File: config.mk
export PLATFORM = sky130hd
export DESIGN_NAME = rcv_ctrl_flat
export DESIGN_NICKNAME = d
export VERILOG_FILES = /design/src/rtl/rcv_ctrl_if.sv /design/src/rtl/rcv_ctrl.sv /design/src/flat_wrapper.sv
export SDC_FILE = /design/constraint.sdc
export NUM_CORES = 1
export LEC_CHECK = 0
export ABC_CLOCK_PERIOD_IN_PS = 1600
export CAP_MARGIN = 20
export CORE_AREA = 2 2 39 41
export DETAILED_ROUTE_END_ITERATION = 8
export DIE_AREA = 0 0 41 43
export DONT_BUFFER_PORTS = 1
export PLACE_DENSITY_LB_ADDON = 0.2
export SETUP_SLACK_MARGIN = 0.2
export SLEW_MARGIN = 20
export SYNTH_ARGS = -nofsm -noshare
export SYNTH_HDL_FRONTEND = slang
export SYNTH_SLANG_ARGS = --single-unit
File: constraint.sdc
create_clock -name clk -period 1.6 [get_ports clk]
set_input_delay 0.4 -clock clk [delete_from_list [all_inputs] [get_ports clk]]
set_output_delay 0.4 -clock clk [all_outputs]
set_load 0.05 [all_outputs]
File: src/rtl/rcv_ctrl_if.sv
// rcv_ctrl_if: bundles the serial-receiver control and host buffer signals.
//   Parameter: NUM_DATA_BITS - width of packet_data / rx_data.
//   slave  modport: the receive controller (rcv_ctrl).
//   master modport: the surrounding receiver datapath / host that drives
//                   the controller inputs and consumes its outputs.
interface rcv_ctrl_if #(
    parameter int NUM_DATA_BITS = 8
);
    logic                     start_bit_detected;
    logic                     packet_done;
    logic                     stop_bit;
    logic [NUM_DATA_BITS-1:0] packet_data;
    logic                     data_read;
    logic                     enable_timer;
    logic                     sbc_clear;
    logic                     sbc_enable;
    logic [NUM_DATA_BITS-1:0] rx_data;
    logic                     data_ready;
    logic                     overrun_error;
    logic                     framing_error;
    logic [7:0]               err_count;

    modport slave (
        input  start_bit_detected, packet_done, stop_bit, packet_data, data_read,
        output enable_timer, sbc_clear, sbc_enable, rx_data, data_ready,
               overrun_error, framing_error, err_count
    );

    modport master (
        output start_bit_detected, packet_done, stop_bit, packet_data, data_read,
        input  enable_timer, sbc_clear, sbc_enable, rx_data, data_ready,
               overrun_error, framing_error, err_count
    );
endinterface

File: src/rtl/rcv_ctrl.sv
// rcv_ctrl: receive control FSM and output data buffer for the serial receiver.
//   Sequences a frame (start, data bits, stop-bit check, load) and holds the
//   received word for the host with data_ready / overrun / framing status.
// Ports:
//   clk   - system clock, rising edge
//   n_rst - asynchronous active-low reset
//   bus   - rcv_ctrl_if.slave: start_bit_detected, packet_done, stop_bit,
//           packet_data, data_read in; enable_timer, sbc_clear, sbc_enable,
//           rx_data, data_ready, overrun_error, framing_error, err_count out.
// Optional feature macro: RCV_ERR_CNT_EN
//   defined   - err_count is an 8-bit saturating error-event counter
//   undefined - err_count is tied to 0
module rcv_ctrl #(
    parameter int NUM_DATA_BITS = 8
) (
    input  logic        clk,
    input  logic        n_rst,
    rcv_ctrl_if.slave   bus
);
    localparam logic [2:0] IDLE     = 3'd0;
    localparam logic [2:0] START    = 3'd1;
    localparam logic [2:0] RECEIVE  = 3'd2;
    localparam logic [2:0] STOP_CHK = 3'd3;
    localparam logic [2:0] CHECK    = 3'd4;
    localparam logic [2:0] LOAD     = 3'd5;

    logic [2:0]               state_q, state_d;
    logic [NUM_DATA_BITS-1:0] rx_data_q;
    logic                     data_ready_q;
    logic                     overrun_q;
    logic                     framing_q;
    logic                     overrun_set;

    // A load overwrites an unread word unless the host reads in the same cycle.
    assign overrun_set = (state_q == LOAD) && data_ready_q && !bus.data_read;

    always_comb begin
        state_d = state_q;
        case (state_q)
            IDLE:     if (bus.start_bit_detected) state_d = START;
            START:    state_d = RECEIVE;
            RECEIVE:  if (bus.packet_done) state_d = STOP_CHK;
            STOP_CHK: state_d = CHECK;
            CHECK:    state_d = framing_q ? IDLE : LOAD;
            LOAD:     state_d = IDLE;
            default:  state_d = IDLE;
        endcase
    end

    always_ff @(posedge clk or negedge n_rst) begin
        if (!n_rst) state_q <= IDLE;
        else        state_q <= state_d;
    end

    always_ff @(posedge clk or negedge n_rst) begin
        if (!n_rst) begin
            rx_data_q    <= '0;
            data_ready_q <= 1'b0;
            overrun_q    <= 1'b0;
            framing_q    <= 1'b0;
        end else begin
            if (state_q == START)
                framing_q <= 1'b0;
            else if (state_q == STOP_CHK)
                framing_q <= ~bus.stop_bit;

            // Load takes priority over a simultaneous host read.
            if (state_q == LOAD) begin
                rx_data_q    <= bus.packet_data;
                data_ready_q <= 1'b1;
                overrun_q    <= overrun_set;
            end else if (bus.data_read) begin
                data_ready_q <= 1'b0;
                overrun_q    <= 1'b0;
            end
        end
    end

`ifdef RCV_ERR_CNT_EN
    logic [7:0] err_cnt_q;
    logic       err_evt;

    assign err_evt = ((state_q == CHECK) && framing_q) || overrun_set;

    always_ff @(posedge clk or negedge n_rst) begin
        if (!n_rst)
            err_cnt_q <= '0;
        else if (err_evt && (err_cnt_q != 8'hFF))
            err_cnt_q <= err_cnt_q + 8'd1;
    end

    assign bus.err_count = err_cnt_q;
`else
    assign bus.err_count = '0;
`endif

    // Moore strobes decoded from the state register only.
    assign bus.enable_timer  = (state_q == RECEIVE);
    assign bus.sbc_clear     = (state_q == START);
    assign bus.sbc_enable    = (state_q == STOP_CHK);
    assign bus.rx_data       = rx_data_q;
    assign bus.data_ready    = data_ready_q;
    assign bus.overrun_error = overrun_q;
    assign bus.framing_error = framing_q;
endmodule

File: src/flat_wrapper.sv
// flat-port wrapper written by rule: the top's interface ports become plain ports
module rcv_ctrl_flat 
#(
    parameter int NUM_DATA_BITS = 8
)
  (clk, n_rst, bus_start_bit_detected, bus_packet_done, bus_stop_bit, bus_packet_data, bus_data_read, bus_enable_timer, bus_sbc_clear, bus_sbc_enable, bus_rx_data, bus_data_ready, bus_overrun_error, bus_framing_error, bus_err_count);
  rcv_ctrl_if #(.NUM_DATA_BITS(NUM_DATA_BITS)) bus_i ();
  input  logic clk;
  input  logic n_rst;
  input wire logic [$bits(bus_i.start_bit_detected)-1:0] bus_start_bit_detected;
  input wire logic [$bits(bus_i.packet_done)-1:0] bus_packet_done;
  input wire logic [$bits(bus_i.stop_bit)-1:0] bus_stop_bit;
  input wire logic [$bits(bus_i.packet_data)-1:0] bus_packet_data;
  input wire logic [$bits(bus_i.data_read)-1:0] bus_data_read;
  output wire logic [$bits(bus_i.enable_timer)-1:0] bus_enable_timer;
  output wire logic [$bits(bus_i.sbc_clear)-1:0] bus_sbc_clear;
  output wire logic [$bits(bus_i.sbc_enable)-1:0] bus_sbc_enable;
  output wire logic [$bits(bus_i.rx_data)-1:0] bus_rx_data;
  output wire logic [$bits(bus_i.data_ready)-1:0] bus_data_ready;
  output wire logic [$bits(bus_i.overrun_error)-1:0] bus_overrun_error;
  output wire logic [$bits(bus_i.framing_error)-1:0] bus_framing_error;
  output wire logic [$bits(bus_i.err_count)-1:0] bus_err_count;
  assign bus_i.start_bit_detected = bus_start_bit_detected;
  assign bus_i.packet_done = bus_packet_done;
  assign bus_i.stop_bit = bus_stop_bit;
  assign bus_i.packet_data = bus_packet_data;
  assign bus_i.data_read = bus_data_read;
  assign bus_enable_timer = bus_i.enable_timer;
  assign bus_sbc_clear = bus_i.sbc_clear;
  assign bus_sbc_enable = bus_i.sbc_enable;
  assign bus_rx_data = bus_i.rx_data;
  assign bus_data_ready = bus_i.data_ready;
  assign bus_overrun_error = bus_i.overrun_error;
  assign bus_framing_error = bus_i.framing_error;
  assign bus_err_count = bus_i.err_count;
  rcv_ctrl #(.NUM_DATA_BITS(NUM_DATA_BITS)) u_core (.clk(clk), .n_rst(n_rst), .bus(bus_i));
endmodule
**After elaboration in Yosys (flattened, before gate mapping)**

Index checks and enable logic that the tools add are counted.

- Output and inout bits: 22
- Logic and storage cells: 29
- Register bits after elaboration: 14
- Bits of input ports: 14

- Bitwise gates (word level): 1
- Multiplexer cells: 9
- Equality and inequality tests: 7
- Reduce and logical (&&, ||, !) cells: 7

Operators by type and width:

| kind | count |
|---|---|
| 3-bit one-hot mux with 5 select lines | 1 |
| 3-bit two-way mux | 3 |
| 3-bit by 2-bit equality test with 1-bit output (second input constant) | 2 |
| 3-bit equality test (second input constant) | 2 |
| 1-bit two-way mux | 5 |
| 2-bit != test (second input constant) | 2 |
| 2-bit nonzero test | 2 |
| 3-bit by 1-bit equality test with 1-bit output (second input constant) | 1 |
| 3-bit zero test | 1 |
| 1-bit logical AND | 2 |
| 2-bit AND reduction | 1 |
| 1-bit zero test | 1 |
| 1-bit NOT | 1 |

**Longest topological paths before layout**

Gate-level depths: netlist of run 1.

- Depth after elaboration: 4
- Mapped depth: 4
- Depth with buffers taken out: 3

**Worst setup path before layout of run 1**

Ideal clock, no wire load.

- Path type: register to output
- From: register u_core.state_q[1]
- To: output bus_enable_timer
- Buffers on the path: 0
- Arrival time: 1.575 ns
- Data required time: 1.200 ns
- Cell stages (with the launch flop): 3
- Setup slack: -0.375 ns
- Cells stage by stage: dfrtp_1 > inv_1 > nor3_1

- Word-level cells in the longest chain between the ends: 1

Ends and longest elaborated chain:

| item | line | source |
|---|---|---|
| start: declaration | rcv_ctrl.sv:27 | `logic [2:0] state_q, state_d;` |
| start signal: assignment | rcv_ctrl.sv:52 | `else state_q <= state_d;` |
| 3-bit by 2-bit equality test with 1-bit output | rcv_ctrl.sv:98 | `assign bus.enable_timer = (state_q == RECEIVE);` |
| end: declaration | flat_wrapper.sv:15 | `output wire logic [$bits(bus_i.enable_timer)-1:0] bus_enable_timer;` |

Every way passes these cells.

**Final worst setup path of run 1**

- From: register u_core.state_q[2]
- To: output bus_sbc_enable

- Word-level cells in the longest chain between the ends: 1

Ends and longest elaborated chain:

| item | line | source |
|---|---|---|
| 3-bit by 2-bit equality test with 1-bit output | rcv_ctrl.sv:100 | `assign bus.sbc_enable = (state_q == STOP_CHK);` |
| end: declaration | flat_wrapper.sv:17 | `output wire logic [$bits(bus_i.sbc_enable)-1:0] bus_sbc_enable;` |

Every way passes these cells.

==> results.json, run 1 <==
{
  "reg2reg_depth": 4,
  "cts.sinks": 14,
  "relSlewSlack": 0.583,
  "clk_pin_slew_ns": 0.08,
  "io_buffers": 0,
  "ios": 36,
  "cp_max_fo": 3,
  "start_kind": "register",
  "grt_max_degree": 15,
  "p_int_mw": 1.07,
  "final_antenna_net_count": 0,
  "p_per_area_nw_per_um2": 2520,
  "syn_area_sq_um": 664,
  "post-dp-hpwl_um": 779,
  "vias_per_cell": 4.90,
  "fin_hold_ws_ns": 0.182,
  "overflow": 0,
  "fmax_ghz": 0.660,
  "crit_required_ns": 1.20,
  "layout-drive-gt1-share": 0.448,
  "clockBufferDepth": 2,
  "r2r_end": "u_core.bus.rx_data[2]",
  "max-cap-violations": 0,
  "final_max_slew_viol_count": 0,
  "cts_root_buf": "clkbuf_4",
  "worstReg2RegStart": "u_core.state_q[0]",
  "synth-edff-count": 0,
  "combPwrFrac": 0.403,
  "setup_viol": 0,
  "vias": 407,
  "core_sq_um": 1380,
  "firstDrtPassIters": 3,
  "yosysWarnings": 0,
  "placed_area_sq_um": 726,
  "endpoint": "bus_sbc_enable",
  "min_period_ns": 1.52,
  "stdcell_area_sq_um": 836,
  "ys_types": 18,
  "skew_ns": 0.00325,
  "rrSetupSlack_ns": 0.27,
  "grt_pass1_wl_mm": 1.77,
  "pwr-share-clk": 0.116,
  "drt_iter0_drc": 3,
  "row_count": 14,
  "critPathLaunch": "u_core.state_q[2]",
  "start_util": 0.480,
  "crit_type": "register to output pin",
  "htreeDepth": 1,
  "wire_per_inst_um": 13.8,
  "cts_tree": "done",
  "rsz0062_at_grt": "true",
  "ys_async_sr_fraction": 1.00,
  "fp.dieH_um": 43,
  "die_w_um": 41,
  "synth_ff_type": "dfrtp_1",
  "synthToLayoutAreaGrowth_pct": 25.8,
  "grt_pass1_vias": 412,
  "insertedDiodeCount": 0,
  "status": "completed",
  "fp.dieArea_sq_um": 1760,
  "routed_wl_mm": 1.15,
  "hold_viol": 0,
  "ys_seq_elements": 14,
  "leakagePower_nw": 0.415,
  "worst_pin_slew_ns": 0.623,
  "cts_made_buffers": 3,
  "track_usage": 0.152,
  "switchingPower_mw": 1.03,
  "synth.avg_cell_area_sq_um": 12.5,
  "postLayoutCoreUtil": 0.604,
  "period_share": 0.947,
  "hp-class": "input pin to register",
  "gp_congestion": 0.649,
  "crit_arrival_ns": 1.12,
  "nets": 82,
  "seq_power_share": 0.481,
  "antenna_found_initial": 0,
  "clkLatencyLatePin_ns": 0.27,
  "synthCells": 53,
  "ir_drop_mv": 1.31,
  "end_kind": "output pin",
  "switching_share": 0.491,
  "ys_seq_area_frac": 0.527,
  "setup_tns_ns": 0,
  "drc": 0
}
## cell families after synthesis
kind of cell | Yosys count | synth area share
and+or+nand+nor | 12 | 0.0923
xor gates and xnor gates | 1 | 0.0132
buffers and inverters | 11 | 0.119
DFF | 14 | 0.527
other | 1 | 0.00564
AOI/OAI and AO/OA | 5 | 0.0471
muxes | 9 | 0.196
## power by group through the flow
stage                     clock [mW]  sequential [mW]  combinational (mW)
final                          0.243             1.01               0.848
after global routing           0.276             1.04               0.906
after CTS                      0.256             1.01               0.837
after detailed placement           0             1.03               0.686
after global placement             0             1.02               0.684
after floorplan                    0             1.04               0.499
## synth_stat cells, types with 2 or more instances
cell      count  area (sq um)
inv_1         2          7.51
buf_4         8          60.1
mux2_4        8           120
o21ai_0       2          10.0
nand3b_1      2          15.0
nor2_1        5          18.8
nor2b_1       2          12.5
dfrtp_1      14           350
## what timing repair did
| action | in CTS | in global routing |
|---|---|---|
| resized for setup | 7 | 1 |
| pin swaps | 1 | 1 |
| setup endpoints to repair | 3 | 3 |
| gates cloned | 0 | 0 |
| hold endpoints to repair | 14 | 0 |
| buffers inserted | 4 | 1 |
| hold buffers | 1 | 0 |
## per-stage QoR
stage	setup slack (ns)	power, mW	std cells
6_report	0.0847	2.10	83
5_1_grt	0.0243	2.22	83
4_1_cts	0.0673	2.10	82
3_5_place_dp	0.186	1.71	73
3_3_place_gp	0.174	1.70	73
2_1_floorplan	0.0855	1.54	60
## worst min-delay path by stage
stage | from | endpoint | slack [ns] | cells past startpoint
floorplan | n_rst | u_core.bus.data_ready | 0.10 | 0
global placement | n_rst | u_core.bus.rx_data[5] | 0.10 | 0
detailed placement | n_rst | u_core.bus.rx_data[5] | 0.10 | 0
global route | bus_data_read | u_core.bus.overrun_error | 0.17 | 1
finish | bus_data_read | u_core.bus.overrun_error | 0.18 | 1
CTS | bus_data_read | u_core.bus.overrun_error | 0.17 | 1
## cell usage in the layout, fill, tap and decap left out, types with 2 or more instances in the layout
cell type / netlist / routed
nor2_1: 5 / 3
nor2_4: 0 / 2
mux2_4: 8 / 8
buf_6: 1 / 2
buf_12: 0 / 2
o21ai_0: 2 / 2
nor2b_1: 2 / 2
clkbuf_4: 0 / 3
conb_1: 1 / 8
dfrtp_1: 14 / 13
nand3b_1: 2 / 2
buf_4: 8 / 7
## flip-flops by register name, summed over array words and instances (netlist names)
name                      count
u_core.bus.rx_data            8
u_core.state_q                3
u_core.bus.framing_error      1
u_core.bus.overrun_error      1
u_core.bus.data_ready         1
## per-layer routing
metal,global-route usage,share of wire
met4,0.0800,0.0035
met3,0.0681,0.13
met5,0,0
met2,0.228,0.48
met1,0.173,0.39
## worst max-delay path: stages, from the launching register on
cell	delay [ns]
dfrtp_1	0.40
nand2b_4	0.17
nor2_4	0.12
buf_12	0.15
## layout make-up
| cell class | instances | area [sq um] |
|---|---|---|
| Fill cell | 118 | 548 |
| Inverter | 2 | 7.51 |
| Clock buffer | 4 | 36.3 |
| Tap cell | 16 | 20.0 |
| Multi-Input combinational cell | 35 | 295 |
| Timing Repair Buffer | 12 | 125 |
| Sequential cell | 14 | 352 |
Power figures use the tool's default switching activity.
==> run 2: changes to the inputs <==
--- a/config.mk
+++ b/config.mk
@@ -13,7 +13,7 @@
 export DONT_BUFFER_PORTS = 1
 export PLACE_DENSITY_LB_ADDON = 0.2
 export SETUP_SLACK_MARGIN = 0.2
-export SLEW_MARGIN = 20
+export SLEW_MARGIN = 10
 export SYNTH_ARGS = -nofsm -noshare
 export SYNTH_HDL_FRONTEND = slang
 export SYNTH_SLANG_ARGS = --single-unit
==> results of run 2 <==
Same layout as run 1: the final DEF is identical, and so are final timing and power.
==> run 3: changes to the inputs <==
--- a/config.mk
+++ b/config.mk
@@ -5,6 +5,7 @@
 export SDC_FILE = /design/constraint.sdc
 export NUM_CORES = 1
 export LEC_CHECK = 0
+export ABC_AREA = 1
 export ABC_CLOCK_PERIOD_IN_PS = 1600
 export CAP_MARGIN = 20
 export CORE_AREA = 2 2 39 41
@@ -13,6 +14,7 @@
 export DONT_BUFFER_PORTS = 1
 export PLACE_DENSITY_LB_ADDON = 0.2
 export SETUP_SLACK_MARGIN = 0.2
+export SKIP_LAST_GASP = 1
 export SLEW_MARGIN = 10
 export SYNTH_ARGS = -nofsm -noshare
 export SYNTH_HDL_FRONTEND = slang
==> run 3 against run 2 <==
Compared with the run above:
- worst hold slack better by 0.031 ns
- combinational power down 15%
- area after synthesis up 1.1%
- register-to-register slack better by 0.20 ns
- critical path depth up 2
- worst setup slack worse by 0.074 ns
- clock power up 5%
- synthesized cell count up 51%
- largest cell class unchanged
- largest power group unchanged
==> results.json, run 3 <==
{
  "status": "completed",
  "nets": 103,
  "clockBufferDepth": 2,
  "cp_common_cell": "inv_2",
  "placed_cells_incl_taps": 96,
  "htreeDepth": 1,
  "grt_max_degree": 15,
  "synth_ff_type": "dfrtp_1",
  "stdcell_area_sq_um": 778,
  "hp-class": "input pin to register",
  "max-cap-violations": 0,
  "gp_congestion": 0.703,
  "final_max_slew_viol_count": 0,
  "setup_tns_ns": 0,
  "worst_path_largest_cell_delay_ns": 0.44,
  "crit_required_ns": 1.20,
  "synthToLayoutAreaGrowth_pct": 15.8,
  "row_count": 14,
  "yosys.area.top_type_share": 0.521,
  "largest_reg_flops": 8,
  "crit_arrival_ns": 1.19,
  "synth.area.top_cells": "dfrtp_1 (52%), nand2_1 (15%), buf_4 (10%), nand3_1 (6.7%), inv_1 (2.8%)",
  "crit_type": "register to output pin",
  "routed_wl_mm": 1.30,
  "cts_made_buffers": 3,
  "vias_per_cell": 4.90,
  "crit_chain": "inv_2 > nor2_4 > nand2_1 > inv_2 > buf_12",
  "dp_slack_ns": 0.273,
  "io_buffers": 0,
  "final_cell_mix": "nand2_1 (25), dfrtp_1 (13), nand3_1 (9)",
  "ys_seq_area_frac": 0.521,
  "drt_iter0_drc": 8,
  "drc": 0,
  "clkLatencyLatePin_ns": 0.28,
  "start_kind": "register",
  "final_antenna_net_count": 0,
  "rrSetupSlack_ns": 0.47,
  "skew_ns": 0.00123,
  "insertedDiodeCount": 0,
  "hold_path_depth": 1,
  "ir_drop_mv": 1.22,
  "fmax_ghz": 0.629,
  "cpMaxStageDelayCell": "dfrtp_1",
  "setup_viol": 0,
  "grt_pass1_wl_mm": 1.94,
  "critical-path-top-delay-family": "flip-flops",
  "cts_tree": "done",
  "leakagePower_nw": 0.414,
  "grt_pass1_vias": 467,
  "antenna_found_initial": 0,
  "overflow": 0,
  "reg2reg_depth": 5,
  "ys_top_cells_by_count": "nand2_1 (27), dfrtp_1 (14), buf_4 (9), nand3_1 (9)",
  "relSlewSlack": 0.594,
  "track_usage": 0.166,
  "final.setup.worst_slack_ns": 0.0107,
  "core_sq_um": 1380,
  "synth_most_common_cell": "nand2_1",
  "placed_area_sq_um": 693,
  "firstDrtPassIters": 6,
  "layout.cells.non_filler": 104,
  "fill_cells": 129,
  "cts.sinks": 14,
  "ys_async_sr_fraction": 1.00,
  "worst_pin_slew_ns": 0.608,
  "synth.avg_cell_area_sq_um": 8.40,
  "period_share": 0.993,
  "rsz0062_at_grt": "true",
  "cp_max_fo": 3,
  "p_total_mw": 2.04,
  "cp.depth": 5,
  "start_util": 0.486,
  "die_w_um": 41,
  "fp.dieArea_sq_um": 1760,
  "synth_area_leader_cell": "dfrtp_1",
  "min_period_ns": 1.59,
  "clk_pin_slew_ns": 0.09,
  "ys_types": 15,
  "layout_commonest_cell": "nand2_1",
  "postLayoutCoreUtil": 0.562,
  "p_per_area_nw_per_um2": 2620,
  "cts_root_buf": "clkbuf_4",
  "end_kind": "output pin",
  "yosysWarnings": 0,
  "worst-path-buf-inv": 3,
  "post-dp-hpwl_um": 908,
  "synthCells": 80,
  "synth-edff-count": 0,
  "layout-drive-gt1-share": 0.261,
  "ios": 36,
  "fin_hold_ws_ns": 0.212,
  "ys_seq_elements": 14,
  "hold_viol": 0,
  "fp.dieH_um": 43,
  "wire_per_inst_um": 12.5,
  "syn_area_sq_um": 672,
  "vias": 510
}
run 3: cell count changes after synthesis, sizes merged, moves of 2 or more:
cell,previous run,this run
nand2,1,27
nand3,0,10
nand3b,2,0
nor2b,2,0
nor2,5,7
inv,2,7
mux2,8,0
run 3: final timing paths:
path | end | from
worst min register to register | u_core.state_q[2] | u_core.state_q[2]
max in group asynchronous | u_core.state_q[2] | n_rst
worst max register to register | u_core.state_q[0] | u_core.state_q[0]
worst min-delay path | u_core.bus.framing_error | bus_stop_bit
worst max-delay path | bus_sbc_clear | u_core.state_q[0]
min in group asynchronous | u_core.bus.rx_data[6] | n_rst
run 3: cells by family after synthesis:
logic type,after synthesis,synth area share
other cells,1,0.00558
compound gates,4,0.0298
simple gates,44,0.287
buf+inv,17,0.156
flops,14,0.521
run 3: cell type report:
cell class / count / area [sq um] / share of cell area
inverter: 7 / 30.0 / 0.0386
timing repair buffer: 7 / 80.1 / 0.103
clock buffer: 4 / 36.3 / 0.0466
tap: 16 / 20.0 / 0.0257
multi-input combinational: 56 / 260 / 0.334
sequential: 14 / 352 / 0.452
run 3: power breakdown:
group	total, mW	internal [mW]	switching (mW)
combinational	0.722	0.273	0.449
sequential	1.06	0.498	0.566
clock	0.255	0.138	0.117
total	2.04	0.910	1.13
run 3: timing repair:
action / in CTS / in global routing
resized for setup: 4 / 4
buffers inserted: 3 / 0
setup endpoints to repair: 3 / 3
hold buffers: 1 / 0
gates cloned: 0 / 0
pin swaps: 0 / 1
endpoints found under the hold margin: 14 / 0
run 3: worst reg2reg max path, delay by kind of cell, from the launching register on:
kind | cells | cell delay (ns)
compound gates | 1 | 0.09
buf+inv | 2 | 0.33
flops | 1 | 0.44
simple gates | 2 | 0.21
run 3: metal layers:
metal	part of all wire	vias to the layer above	GRT usage
li1	-	251	-
met1	0.42	237	0.197
met2	0.50	22	0.256
met3	0.076	0	0.0576
met4	0	0	0.0800
met5	0	-	0
